### src/rtl/mul_div_unit.sv
// Iterative multiply/divide unit that owns the HI/LO registers.
// One iteration per cycle: shift-add for multiply, restoring division for divide.
//
// state | meaning
// IDLE  | waiting for start; mthi/mtlo writes accepted
// RUN   | WIDTH iterations, count 0..WIDTH-1
// FIN   | sign correction, commit to hi/lo, done pulses next cycle
module mul_div_unit #(
   parameter int WIDTH = 32
) (
   input  logic             clk,
   input  logic             rst,
   input  logic             start,
   input  logic [1:0]       op,
   input  logic [WIDTH-1:0] a,
   input  logic [WIDTH-1:0] b,
   input  logic             mthi,
   input  logic             mtlo,
   output logic             busy,
   output logic             done,
   output logic [WIDTH-1:0] hi,
   output logic [WIDTH-1:0] lo
);

   localparam int CW = (WIDTH > 1) ? $clog2(WIDTH) : 1;
   localparam logic [CW-1:0] LAST = CW'(WIDTH - 1);

   typedef enum logic [1:0] {IDLE, RUN, FIN} state_t;

   state_t             state_q, state_d;
   logic [CW-1:0]      count_q, count_d;
   logic [2*WIDTH-1:0] acc_q, acc_d;
   logic [WIDTH-1:0]   mcand_q, mcand_d;
   logic               is_div_q, is_div_d;
   logic               neg_q, neg_d;
   logic               neg_rem_q, neg_rem_d;
   logic               div0_q, div0_d;
   logic [WIDTH-1:0]   hi_q, hi_d;
   logic [WIDTH-1:0]   lo_q, lo_d;
   logic               busy_q, busy_d;
   logic               done_q, done_d;

   logic               signed_op, a_neg, b_neg, accept, rem_ge;
   logic [WIDTH-1:0]   a_mag, b_mag, quot, rem, quot_f, rem_f;
   logic [WIDTH:0]     mul_sum, rem_sh, rem_diff;
   logic [2*WIDTH-1:0] prod;

   always_comb begin
      signed_op = ~op[0];
      a_neg     = signed_op & a[WIDTH-1];
      b_neg     = signed_op & b[WIDTH-1];
      a_mag     = a_neg ? -a : a;
      b_mag     = b_neg ? -b : b;
      // FIN doubles as an accept slot so back-to-back ops lose no cycle
      accept    = start && (state_q == IDLE || state_q == FIN);

      mul_sum  = {1'b0, acc_q[2*WIDTH-1:WIDTH]}
               + {1'b0, (acc_q[0] ? mcand_q : {WIDTH{1'b0}})};
      rem_sh   = acc_q[2*WIDTH-1:WIDTH-1];
      rem_diff = rem_sh - {1'b0, mcand_q};
      rem_ge   = (rem_sh >= {1'b0, mcand_q});

      prod   = neg_q ? -acc_q : acc_q;
      quot   = acc_q[WIDTH-1:0];
      rem    = acc_q[2*WIDTH-1:WIDTH];
      quot_f = neg_q ? -quot : quot;
      rem_f  = neg_rem_q ? -rem : rem;

      state_d   = state_q;
      count_d   = count_q;
      acc_d     = acc_q;
      mcand_d   = mcand_q;
      is_div_d  = is_div_q;
      neg_d     = neg_q;
      neg_rem_d = neg_rem_q;
      div0_d    = div0_q;
      hi_d      = hi_q;
      lo_d      = lo_q;
      done_d    = 1'b0;

      case (state_q)
         IDLE: begin
            if (!start) begin
               if (mthi) hi_d = a;
               if (mtlo) lo_d = a;
            end
         end
         RUN: begin
            if (is_div_q) begin
               acc_d = {(rem_ge ? rem_diff[WIDTH-1:0] : rem_sh[WIDTH-1:0]),
                        acc_q[WIDTH-2:0], rem_ge};
            end else begin
               acc_d = {mul_sum, acc_q[WIDTH-1:1]};
            end
            count_d = count_q + CW'(1);
            if (count_q == LAST) state_d = FIN;
         end
         FIN: begin
            if (is_div_q) begin
               hi_d = rem_f;
               // divide by zero leaves the remainder equal to the dividend on its own
               lo_d = div0_q ? {WIDTH{1'b1}} : quot_f;
            end else begin
               {hi_d, lo_d} = prod;
            end
            done_d  = 1'b1;
            state_d = IDLE;
         end
         default: state_d = IDLE;
      endcase

      if (accept) begin
         state_d   = RUN;
         count_d   = '0;
         is_div_d  = op[1];
         neg_d     = a_neg ^ b_neg;
         neg_rem_d = a_neg;
         div0_d    = (b == {WIDTH{1'b0}});
         mcand_d   = op[1] ? b_mag : a_mag;
         acc_d     = {{WIDTH{1'b0}}, (op[1] ? a_mag : b_mag)};
      end

      busy_d = (state_d != IDLE);
   end

   always_ff @(posedge clk) begin
      if (rst) begin
         state_q   <= IDLE;
         count_q   <= '0;
         acc_q     <= '0;
         mcand_q   <= '0;
         is_div_q  <= 1'b0;
         neg_q     <= 1'b0;
         neg_rem_q <= 1'b0;
         div0_q    <= 1'b0;
         hi_q      <= '0;
         lo_q      <= '0;
         busy_q    <= 1'b0;
         done_q    <= 1'b0;
      end else begin
         state_q   <= state_d;
         count_q   <= count_d;
         acc_q     <= acc_d;
         mcand_q   <= mcand_d;
         is_div_q  <= is_div_d;
         neg_q     <= neg_d;
         neg_rem_q <= neg_rem_d;
         div0_q    <= div0_d;
         hi_q      <= hi_d;
         lo_q      <= lo_d;
         busy_q    <= busy_d;
         done_q    <= done_d;
      end
   end

   assign busy = busy_q;
   assign done = done_q;
   assign hi   = hi_q;
   assign lo   = lo_q;

endmodule
### config.mk
export PLATFORM = sky130hd
export DESIGN_NAME = mul_div_unit
export DESIGN_NICKNAME = d
export VERILOG_FILES = /design/src/rtl/mul_div_unit.sv
export SDC_FILE = /design/constraint.sdc
export NUM_CORES = 1
export LEC_CHECK = 0
export BUFFER_PORTS_ARGS = -buffer_cell sky130_fd_sc_hd__buf_2
export CORE_MARGIN = 4
export CORE_UTILIZATION = 40
export DETAILED_ROUTE_END_ITERATION = 12
export PLACE_DENSITY = 0.62
export SLEW_MARGIN = 15
export SYNTH_ARGS = -nofsm -noshare
export SYNTH_HDL_FRONTEND = slang
export SYNTH_SLANG_ARGS = --single-unit
### constraint.sdc
create_clock -name clk -period 3.4 [get_ports clk]
set_input_delay 0.68 -clock clk [delete_from_list [all_inputs] [get_ports clk]]
set_output_delay 0.68 -clock clk [all_outputs]
set_load 0.005 [all_outputs]
# Word level (Yosys, flattened, before mapping)
# Index checks and enable logic that the tools add are counted.
# Widths: inputs -> output; s select.
[totals]
register_bits = 173
inputBits = 71
output_inout_bits = 66
[op_classes]
addsub = 8
order_cmp = 1
n_eq_ne = 6
n_mux = 25
n_bitwise = 4
reduce_logical = 10
[op_table]
columns = ["op", "n"]
rows = [
  ["$mux 32", 17],
  ["$mux 64", 2],
  ["$neg 32->32", 4],
  ["$pmux 32 s2", 2],
  ["$neg 64->64", 1],
  ["$add 32x32->33", 1],
  ["$ge 33x32->1", 1],
  ["$logic_not 32->1", 1],
  ["$sub 32x32->32", 1],
  ["$ne 2x2->1 const B", 3],
  ["$reduce_and 3->1", 2],
  ["$reduce_bool 2->1", 3],
  ["$add 5x1->5 const B", 1],
  ["$eq 5x5->1 const B", 1],
  ["$mux 2", 2],
  ["$pmux 2 s2", 1],
  ["$and 1x1->1", 2],
  ["$eq 2x1->1 const B", 1],
  ["$eq 2x2->1 const B", 1],
  ["$logic_not 2->1", 1],
  ["$reduce_or 2->1", 1],
  ["$logic_and 1x1->1", 1],
  ["$logic_or 1x1->1", 1],
  ["$mux 1", 1],
  ["2 further kinds", 2],
]

# Depth between registers and ports, before layout
# Gate-level depths: netlist of run 1.
[logic_depth]
word_depth = 5
depth_mapped = 15
depth_no_buf = 14

# Least setup slack after synthesis of run 1
# OpenSTA, ideal clock, no wires.
[synth_path]
path_kind = "register -> register"
from = "reg acc_q[0]"
to = "reg acc_q[61]"
setup_ps = 121
t_arrival_ps = 3190
required_ps = 3279
setup_slack_ps = 89
path_stages_with_launch = 16
path_buffers = 2
synth_period_minus_slack_ps = 3311
cell_sequence = "dfxtp_1 -> clkinv_1 -> clkbuf_1 -> nor2_1 -> ha_1 -> clkbuf_1 -> a21o_1 -> a221o_1 -> a211oi_1 -> o21bai_1 -> a22o_1 -> a221oi_2 -> o21bai_1 -> or3_1 -> a21oi_1 -> nor4_1"
[synth_between]
elab_chain_len = 3
[synth_lines]
columns = ["element", "line_no", "source"]
rows = [
  ["start: declaration", "32", "logic [2*WIDTH-1:0] acc_q, acc_d;"],
  ["start signal: assignment", "130", "acc_q <= '0;"],
  ["start signal: assignment", "143", "acc_q <= acc_d;"],
  ["$mux 32", "58", "+ {1'b0, (acc_q[0] ? mcand_q : {WIDTH{1'b0}})};"],
  ["$add 32x32->33", "58", ""],
  ["$mux 64", "89", "if (is_div_q) begin"],
]
# No other way between the ends.
# A chain may end at the register's enable or synchronous reset.

# Final worst setup path of run 1
[layout_path]
from = "reg acc_q[31]"
to = "reg acc_q[60]"
[layout_between]
elab_chain_len = 3
elab_cells_between_ends = 4
[layout_lines]
columns = ["element", "line_no", "source"]
rows = [
  ["$sub 32x32->32 or $ge 33x32->1 (tied branches)", "60, 61", ""],
  ["$mux 32 (*)", "90", "acc_d = {(rem_ge ? rem_diff[WIDTH-1:0] : rem_sh[WIDTH-1:0]),"],
  ["$mux 64 (*)", "89", ""],
]
# Every way passes the cells marked *; elsewhere a longest branch is shown, timed or not.

==> results of run 1 <==
-- power groups by stage --
| stage | registers [uW] | clock network (uW) | logic, uW |
|---|---|---|---|
| 6_report | 2290 | 2180 | 2610 |
| 5_1_grt | 2300 | 2280 | 2820 |
| 4_1_cts | 2280 | 2200 | 2540 |
| 3_5_place_dp | 2330 | 0 | 2530 |
| 3_3_place_gp | 2320 | 0 | 2510 |
| 2_1_floorplan | 2300 | 0 | 1610 |
-- through the flow --
step | power [uW] | setup TNS, ns | hold WS (ns) | std cells
final | 7070 | 0 | 0.452 | 2696
after detailed placement | 4850 | -0.0285 | 0.448 | 2661
after CTS | 7030 | 0 | 0.456 | 2692
after global placement | 4830 | 0 | 0.440 | 2661
after floorplan | 3920 | 0 | 0.432 | 2024
after global routing | 7410 | -0.0299 | 0.474 | 2696
-- worst max-delay path, cell delays in order (launching register included) --
cell and delay (ns):
dfxtp_1 0.31, inv_1 0.08, ha_1 0.18, inv_1 0.06, fa_1 0.40, a211o_1 0.30, a21oi_2 0.15, a21oi_1 0.11
a311o_2 0.46, a221oi_2 0.34, o21ai_0 0.19, o221ai_1 0.23, xnor2_1 0.15, nor2_1 0.07, o21ai_0 0.17
-- Yosys cell counts, types with 11 or more instances --
master | number | share of area (%)
a21oi_1 | 212 | 7.1
dfxtp_1 | 173 | 23
or4_1 | 11 | 0.56
o211ai_1 | 93 | 4.7
ha_1 | 70 | 5.9
nor2_1 | 234 | 5.9
nand2_1 | 234 | 5.9
buf_1 | 13 | 0.33
a221oi_1 | 30 | 1.8
a211oi_1 | 31 | 1.6
nor2b_1 | 22 | 0.93
o31ai_1 | 19 | 0.96
mux2i_1 | 78 | 5.3
o21a_1 | 12 | 0.61
nor3_1 | 35 | 1.2
o21bai_1 | 14 | 0.71
nand4_1 | 18 | 0.76
a2111oi_0 | 15 | 0.88
nand2b_1 | 15 | 0.63
or3_1 | 19 | 0.80
a31oi_1 | 12 | 0.51
nor4_1 | 17 | 0.72
o21ai_0 | 90 | 3.0
a21o_1 | 29 | 1.5
clkbuf_1 | 126 | 3.2
inv_1 | 60 | 1.5
xor2_1 | 86 | 5.1
nand3_1 | 18 | 0.61
xnor2_1 | 91 | 5.4
-- metal layers --
layer | track usage [%] | up-vias
met2 | 46.5 | 645
met5 | 0 | -
li1 | - | 7731
met4 | 12.8 | 0
met3 | 3.94 | 133
met1 | 38.6 | 7810
-- registers in the layout (all words and copies together), names as in the netlist --
register and flops:
acc_q 64, busy 1, count_q 5, div0_q 1
done 1, hi 32, is_div_q 1, lo 32
mcand_q 32, neg_q 1, neg_rem_q 1, state_q 2
-- how the worst max path moves through the flow --
stage | startpoint | endpoint | slack, ns | cells after the start
2_1_floorplan | acc_q[0] | acc_q[61] | 0.09 | 15
3_3_place_gp | acc_q[31] | acc_q[60] | 0.03 | 14
3_5_place_dp | acc_q[31] | acc_q[60] | -0.03 | 14
4_1_cts | acc_q[0] | acc_q[61] | 0.03 | 16
5_1_grt | acc_q[0] | acc_q[61] | -0.02 | 16
6_report | acc_q[31] | acc_q[60] | 0.14 | 14
-- layout make-up --
type                       count  share of cell area [%]
clock buffer                  21                    2.73
timing repair buffer         315                    11.5
multi-input combinational   1647                    60.6
clock inverter                10                   0.850
sequential                   173                    19.6
inverter                      62                    1.32
tap                          468                    3.31
-- timing repair --
action / CTS / global route
buffers inserted: 0 / 4
pin swaps: 0 / 6
resized for setup: 1 / 17
endpoints found under the setup margin: 1 / 13
-- cells by family (layout without fill, tap and decap cells) --
kind of cell	count (synthesis)	after routing	synth area share [%]
AO/OA/AOI/OAI	648	648	28.7
AND/OR/NAND/NOR	670	670	20.7
multiplexers	80	80	5.41
flip-flops	173	173	23.3
adder cells (fa/ha/maj)	72	72	6.17
buffers and inverters	204	408	5.22
XOR/XNOR	177	177	10.4
==> key figures, run 1 <==
Synth
  • Cell Area, Synth: 0.0149 sq mm
  • Sequential share of the synthesized area: 23.3%
  • Mapped Nets: 2167
  • Cells after Synth: 2024
  • Synth Flop Type: dfxtp_1
  • Ys async rst share: 0%
  • Post-synth EDFFs: 0
  • Distinct cells, synth: 82
  • Yosys warns: 0
  • Avg Cell Area, Syn: 7.34 sq um
  • Yosys reg bits: 173

Timing
  • Worst slew pin tran: 0.852 ns
  • Final setup fails: 0
  • Fin. max-slew vios: 0
  • Worst Skew: 0.0172 ns
  • Tcrit/Tclk final: 95.8%
  • Final Hold Fails: 0
  • Setup ws final: 0.144 ns
  • Slew HR: 43.2%
  • RSZ-0062 raised after global routing: yes
  • Fmax: 307 MHz
  • Post-route minimum period: 3.26 ns

Routing
  • Initial DRT Pass Iterations: 8
  • First-iteration detailed-routing DRC count: 1563
  • Routed wl met3: 4030 microns
  • DR WL/cell: 22.4 microns
  • Vias per cell: 6.05
  • DRT met1 WL: 26100 microns
  • Highest routed metal layer: met4
  • Final WL: 60400 microns
  • Vias after detailed routing: 16300
  • Drc violations: 0
  • Met2 wire len: 27400 microns
  • Final ANT Viol Nets: 0

Clock tree
  • Num Clock Sinks: 173
  • Hold-fix buffers, CTS: 0
  • Max clock buf depth: 2
  • Clk_lat worst skew: 0.46 ns
  • Clk slew on worst S/H paths: 0.07 ns
  • CTS tree: built
  • Cts bufs inserted: 17
  • H-tree Lvls: 4
  • Root buf cell: clkbuf_16

Global routing
  • Vias in the first global route: 15700
  • Gr usage total: 28.8%
  • First-pass GRT wire length: 92200 microns
  • Initial antenna violation count: 0
  • Total gr overflow: 0
  • Largest net degree at the start of global routing: 78

Hold path
  • Worst hold-check path type: flip-flop to flip-flop
  • Worst hold endpoint: mcand_q[17]
  • Hold Path Origin: mcand_q[17]
  • Hold depth: 2

Final layout
  • Ant diodes: 0
  • FF/Latch Area: 0.00347 sq mm
  • Final net count: 2359
  • Layout filler cell count: 3767
  • Most frequent cells in the layout: nor2_1, nand2_1, a21oi_1
  • Commonest non-fill, non-tap cell in the layout: nor2_1
  • Post-route cell area: 0.0177 sq mm
  • Area of the multi-input gates: 0.0107 sq mm
  • Fin util: 48.3%
  • Area Growth Syn to Fin: 19.0%
  • Fraction of layout cells with a size suffix above 1: 17.8%

Power and ir drop
  • Seq pwr share: 32.3%
  • Clock Power Share: 30.8%
  • Pleak: 0.00735 uW
  • PwrDens: 400 mW/mm^2
  • Int Power: 4430 uW
  • Switching power share of the total: 37.4%
  • Comb power frac: 36.9%
  • Psw: 2650 uW
  • Peak supply drop: 0.000412 V

Worst setup path
  • R2R Path End: acc_q[60]
  • Required time worst endpoint: 3.78 ns
  • Critical path peak fanout: 4
  • Worst setup path class: flip-flop to flip-flop
  • Worst r2r path cells: 14
  • R2r startpoint: acc_q[31]
  • R2r setup slk: 0.14 ns
  • CP Launch Type: flip-flop
  • Worst Path Arrival: 3.64 ns
  • CP Capture Type: flip-flop

Place
  • HPWL after DPL: 47300 microns
  • Port bufs: 136
  • Placed cell areas: 0.0169 sq mm
  • Placer Congestion: 0.966
  • Pre-CTS setup slack: -0.0285 ns

Floorplan
  • Die footprint: 0.0403 sq mm
  • Die Y-Extent: 201 microns
  • Number of cell rows: 70
  • Num ports: 137
  • Area of the core: 0.0366 sq mm
  • Die Wd: 201 microns
  • Initial Util: 40.6%

Job
  • Total of max-cap violations: 0

Run status
  • Status: completed
Note: power is estimated with default switching activity, not from simulation.
==> run 2: changes to the inputs <==
--- a/config.mk
+++ b/config.mk
@@ -5,11 +5,12 @@
 export SDC_FILE = /design/constraint.sdc
 export NUM_CORES = 1
 export LEC_CHECK = 0
-export BUFFER_PORTS_ARGS = -buffer_cell sky130_fd_sc_hd__buf_2
 export CORE_MARGIN = 4
 export CORE_UTILIZATION = 40
 export DETAILED_ROUTE_END_ITERATION = 12
-export PLACE_DENSITY = 0.62
+export DONT_BUFFER_PORTS = 1
+export PLACE_DENSITY = 0.58
+export SKIP_LAST_GASP = 1
 export SLEW_MARGIN = 15
 export SYNTH_ARGS = -nofsm -noshare
 export SYNTH_HDL_FRONTEND = slang
==> run 2 against run 1 <==
Clock-buffer cell count decreased by 1. Clock power rose by 2%. Sequential power barely moved. Sequential share of layout area increased by 1.0 points. Core utilization is 2.4 points lower. Via count decreased by 3.4%. Critical endpoint is now acc_q[40]. Register-to-register slack worse by 0.02 ns. Die area is the same. Final cell count fell by 5.9%. Critical path depth is the same. Design area shrank 4.9%.
==> key figures, run 2 (same netlist as run 1, synthesis figures left out) <==
Routing
  • First-iteration detailed-routing DRC count: 1552 (was 1563)
  • Final WL: 60600 microns (was 60400 microns)
  • DR WL/cell: 23.9 microns (was 22.4 microns)
  • Drc violations: 0 (unchanged)
  • Vias after detailed routing: 15800 (was 16300)
  • Initial DRT Pass Iterations: 5 (was 8)
  • Vias per cell: 6.22 (was 6.05)
  • Final ANT Viol Nets: 0 (unchanged)

Clock tree
  • H-tree Lvls: 4 (unchanged)
  • Cts bufs inserted: 17 (unchanged)
  • Max clock buf depth: 2 (unchanged)
  • Root buf cell: clkbuf_16 (unchanged)
  • Clk_lat worst skew: 0.48 ns (was 0.46 ns)
  • Hold-fix buffers, CTS: 0 (unchanged)
  • Num Clock Sinks: 173 (unchanged)
  • Clk slew on worst S/H paths: 0.07 ns (about the same)
  • CTS tree: built (unchanged)

Floorplan
  • Num ports: 137 (unchanged)
  • Area of the core: 0.0366 sq mm (unchanged)
  • Initial Util: 40.6% (unchanged)
  • Die footprint: 0.0403 sq mm (unchanged)
  • Die Y-Extent: 201 microns (unchanged)
  • Number of cell rows: 70 (unchanged)
  • Die Wd: 201 microns (unchanged)

Worst setup path
  • CP Depth: 14 (unchanged)
  • CP Launch Type: flip-flop (unchanged)
  • Worst Path Arrival: 3.62 ns (was 3.64 ns)
  • Critical path peak fanout: 26 (was 4)
  • CP cell instances: inv_1, ha_1, nor2b_1, o211ai_1, a21boi_0, buf_4, o21a_1, o21ba_2, a211o_1, buf_4, nor2_1, a211oi_1, a211oi_1, nor3_1 (was inv_1, ha_1, inv_1, fa_1, a211o_1, a21oi_2, a21oi_1, a311o_2, a221oi_2, o21ai_0, o221ai_1, xnor2_1, nor2_1, o21ai_0)
  • Slowest library cell on the worst path: a211o_1 (was a311o_2)
  • Required time worst endpoint: 3.75 ns (was 3.78 ns)
  • Worst path max stage delay: 0.35 ns (was 0.46 ns)
  • Worst setup path class: flip-flop to flip-flop (unchanged)
  • Worst r2r path cells: 14 (unchanged)
  • Crit path buffers/inverters: 3 (was 2)
  • CP Capture Type: flip-flop (unchanged)
  • CP delay by family, top: compound AO/OA/AOI/OAI gates (unchanged)
  • R2r setup slk: 0.13 ns (was 0.14 ns)

Place
  • Placed insts: 2502 (was 2661)
  • HPWL after DPL: 47200 microns (was 47300 microns)
  • Port bufs: 0 (was 136)
  • Placer Congestion: 0.967 (was 0.966)

Final layout
  • Layout Cells excl Fill: 2536 (was 2696)
  • Top reg by flops: acc_q (unchanged)
  • Layout filler cell count: 3715 (was 3767)
  • Final net count: 2197 (was 2359)
  • Area Growth Syn to Fin: 13.1% (was 19.0%)
  • Max reg flops: 64 (unchanged)
  • Fin util: 45.9% (was 48.3%)
  • Most frequent cells in the layout: nor2_1, nand2_1, a21oi_1 (unchanged)
  • Fraction of layout cells with a size suffix above 1: 11.3% (was 17.8%)

Hold path
  • Worst hold-check path type: input port to flip-flop (was flip-flop to flip-flop)
  • Hold depth: 1 (was 2)

Run status
  • Status: completed (unchanged)

Timing
  • Post-route minimum period: 3.27 ns (was 3.26 ns)
  • RSZ-0062 raised after global routing: yes (unchanged)
  • Final setup fails: 0 (unchanged)
  • Worst slew pin tran: 0.888 ns (was 0.852 ns)
  • Fin. max-slew vios: 0 (unchanged)
  • Tcrit/Tclk final: 96.2% (was 95.8%)
  • Worst Skew: 0.0160 ns (was 0.0172 ns)
  • Slew HR: 40.8% (was 43.2%)
  • Final Hold Fails: 0 (unchanged)
  • Fmax: 306 MHz (was 307 MHz)

Power and ir drop
  • Peak supply drop: 0.000394 V (was 0.000412 V)
  • Pleak: 0.00659 uW (was 0.00735 uW)
  • PwrDens: 414 mW/mm^2 (was 400 mW/mm^2)

Global routing
  • Largest net degree at the start of global routing: 138 (was 78)
  • Vias in the first global route: 14800 (was 15700)
  • Total gr overflow: 0 (unchanged)
  • First-pass GRT wire length: 91200 microns (was 92200 microns)
  • Gr usage total: 29.0% (was 28.8%)
  • Initial antenna violation count: 2 (was 0)

Job
  • Total of max-cap violations: 0 (unchanged)
run 2: cell types whose count changed in the layout (fill, tap and decap cells not counted), moves of 2 or more:
cell / change
o21ai_1: +2
buf_4: -28
inv_6: +2
buf_2: -135
run 2: worst paths after layout:
path,startpoint,to
hold / removal,rst,busy
setup / recovery,mcand_q[1],acc_q[40]
setup reg to reg,mcand_q[1],acc_q[40]
hold reg to reg,mcand_q[6],mcand_q[6]
run 2: per-stage QoR:
stage | hold WS, ns | setup slack [ns] | instance area, sq um | total power [uW] | setup TNS, ns
floorplan | 0.432 | 0.0893 | 14900 | 3920 | 0
global placement | 0.438 | 0.0223 | 16100 | 4690 | 0
detailed placement | 0.450 | -0.0205 | 16100 | 4700 | -0.0237
CTS | 0.322 | 0.0768 | 16700 | 6910 | 0
global route | 0.326 | -0.0674 | 16800 | 7270 | -0.0743
finish | 0.344 | 0.129 | 16800 | 6950 | 0
run 2: repair_timing:
| action | CTS | global route |
|---|---|---|
| pin swaps | 1 | 5 |
| hold endpoints to repair | 0 | 0 |
| endpoints found under the setup margin | 2 | 13 |
| resized for setup | 1 | 19 |
| buffers inserted | 0 | 1 |
run 2: worst reg2reg max path, delay by kind of cell, from the launching register on:
kind                     cells  cell delay [ns]
buffers and inverters        3             0.54
AO/OA/AOI/OAI                7             1.61
flip-flops                   1             0.34
AND/OR/NAND/NOR              3             0.37
adder cells (fa/ha/maj)      1             0.31
run 2: where the power goes:
part,switching [uW],internal [uW],leakage [uW]
clock network,979,1240,0.000310
logic,1480,960,0.00487
registers,135,2160,0.00142
total,2590,4360,0.00659
run 2: final cells by class:
cell class	count	area [sq um]	share of cell area [%]
well taps	468	586	3.49
clock buffers	20	468	2.79
repair buffers	153	1160	6.93
clock inverters	12	170	1.01
diodes	1	2.50	0.0149
flip-flops and latches	173	3470	20.6
multi-input cells	1647	10700	63.7
inverters	62	235	1.40
run 2: layer usage:
| layer | part of all wire, % | GRT usage [%] | vias to the layer above |
|---|---|---|---|
| met4 | 5.2 | 13.1 | 0 |
| met5 | 0 | 0 | - |
| met2 | 45 | 46.4 | 626 |
| met3 | 7.7 | 6.72 | 127 |
| met1 | 42 | 37.3 | 7585 |
| li1 | - | - | 7425 |
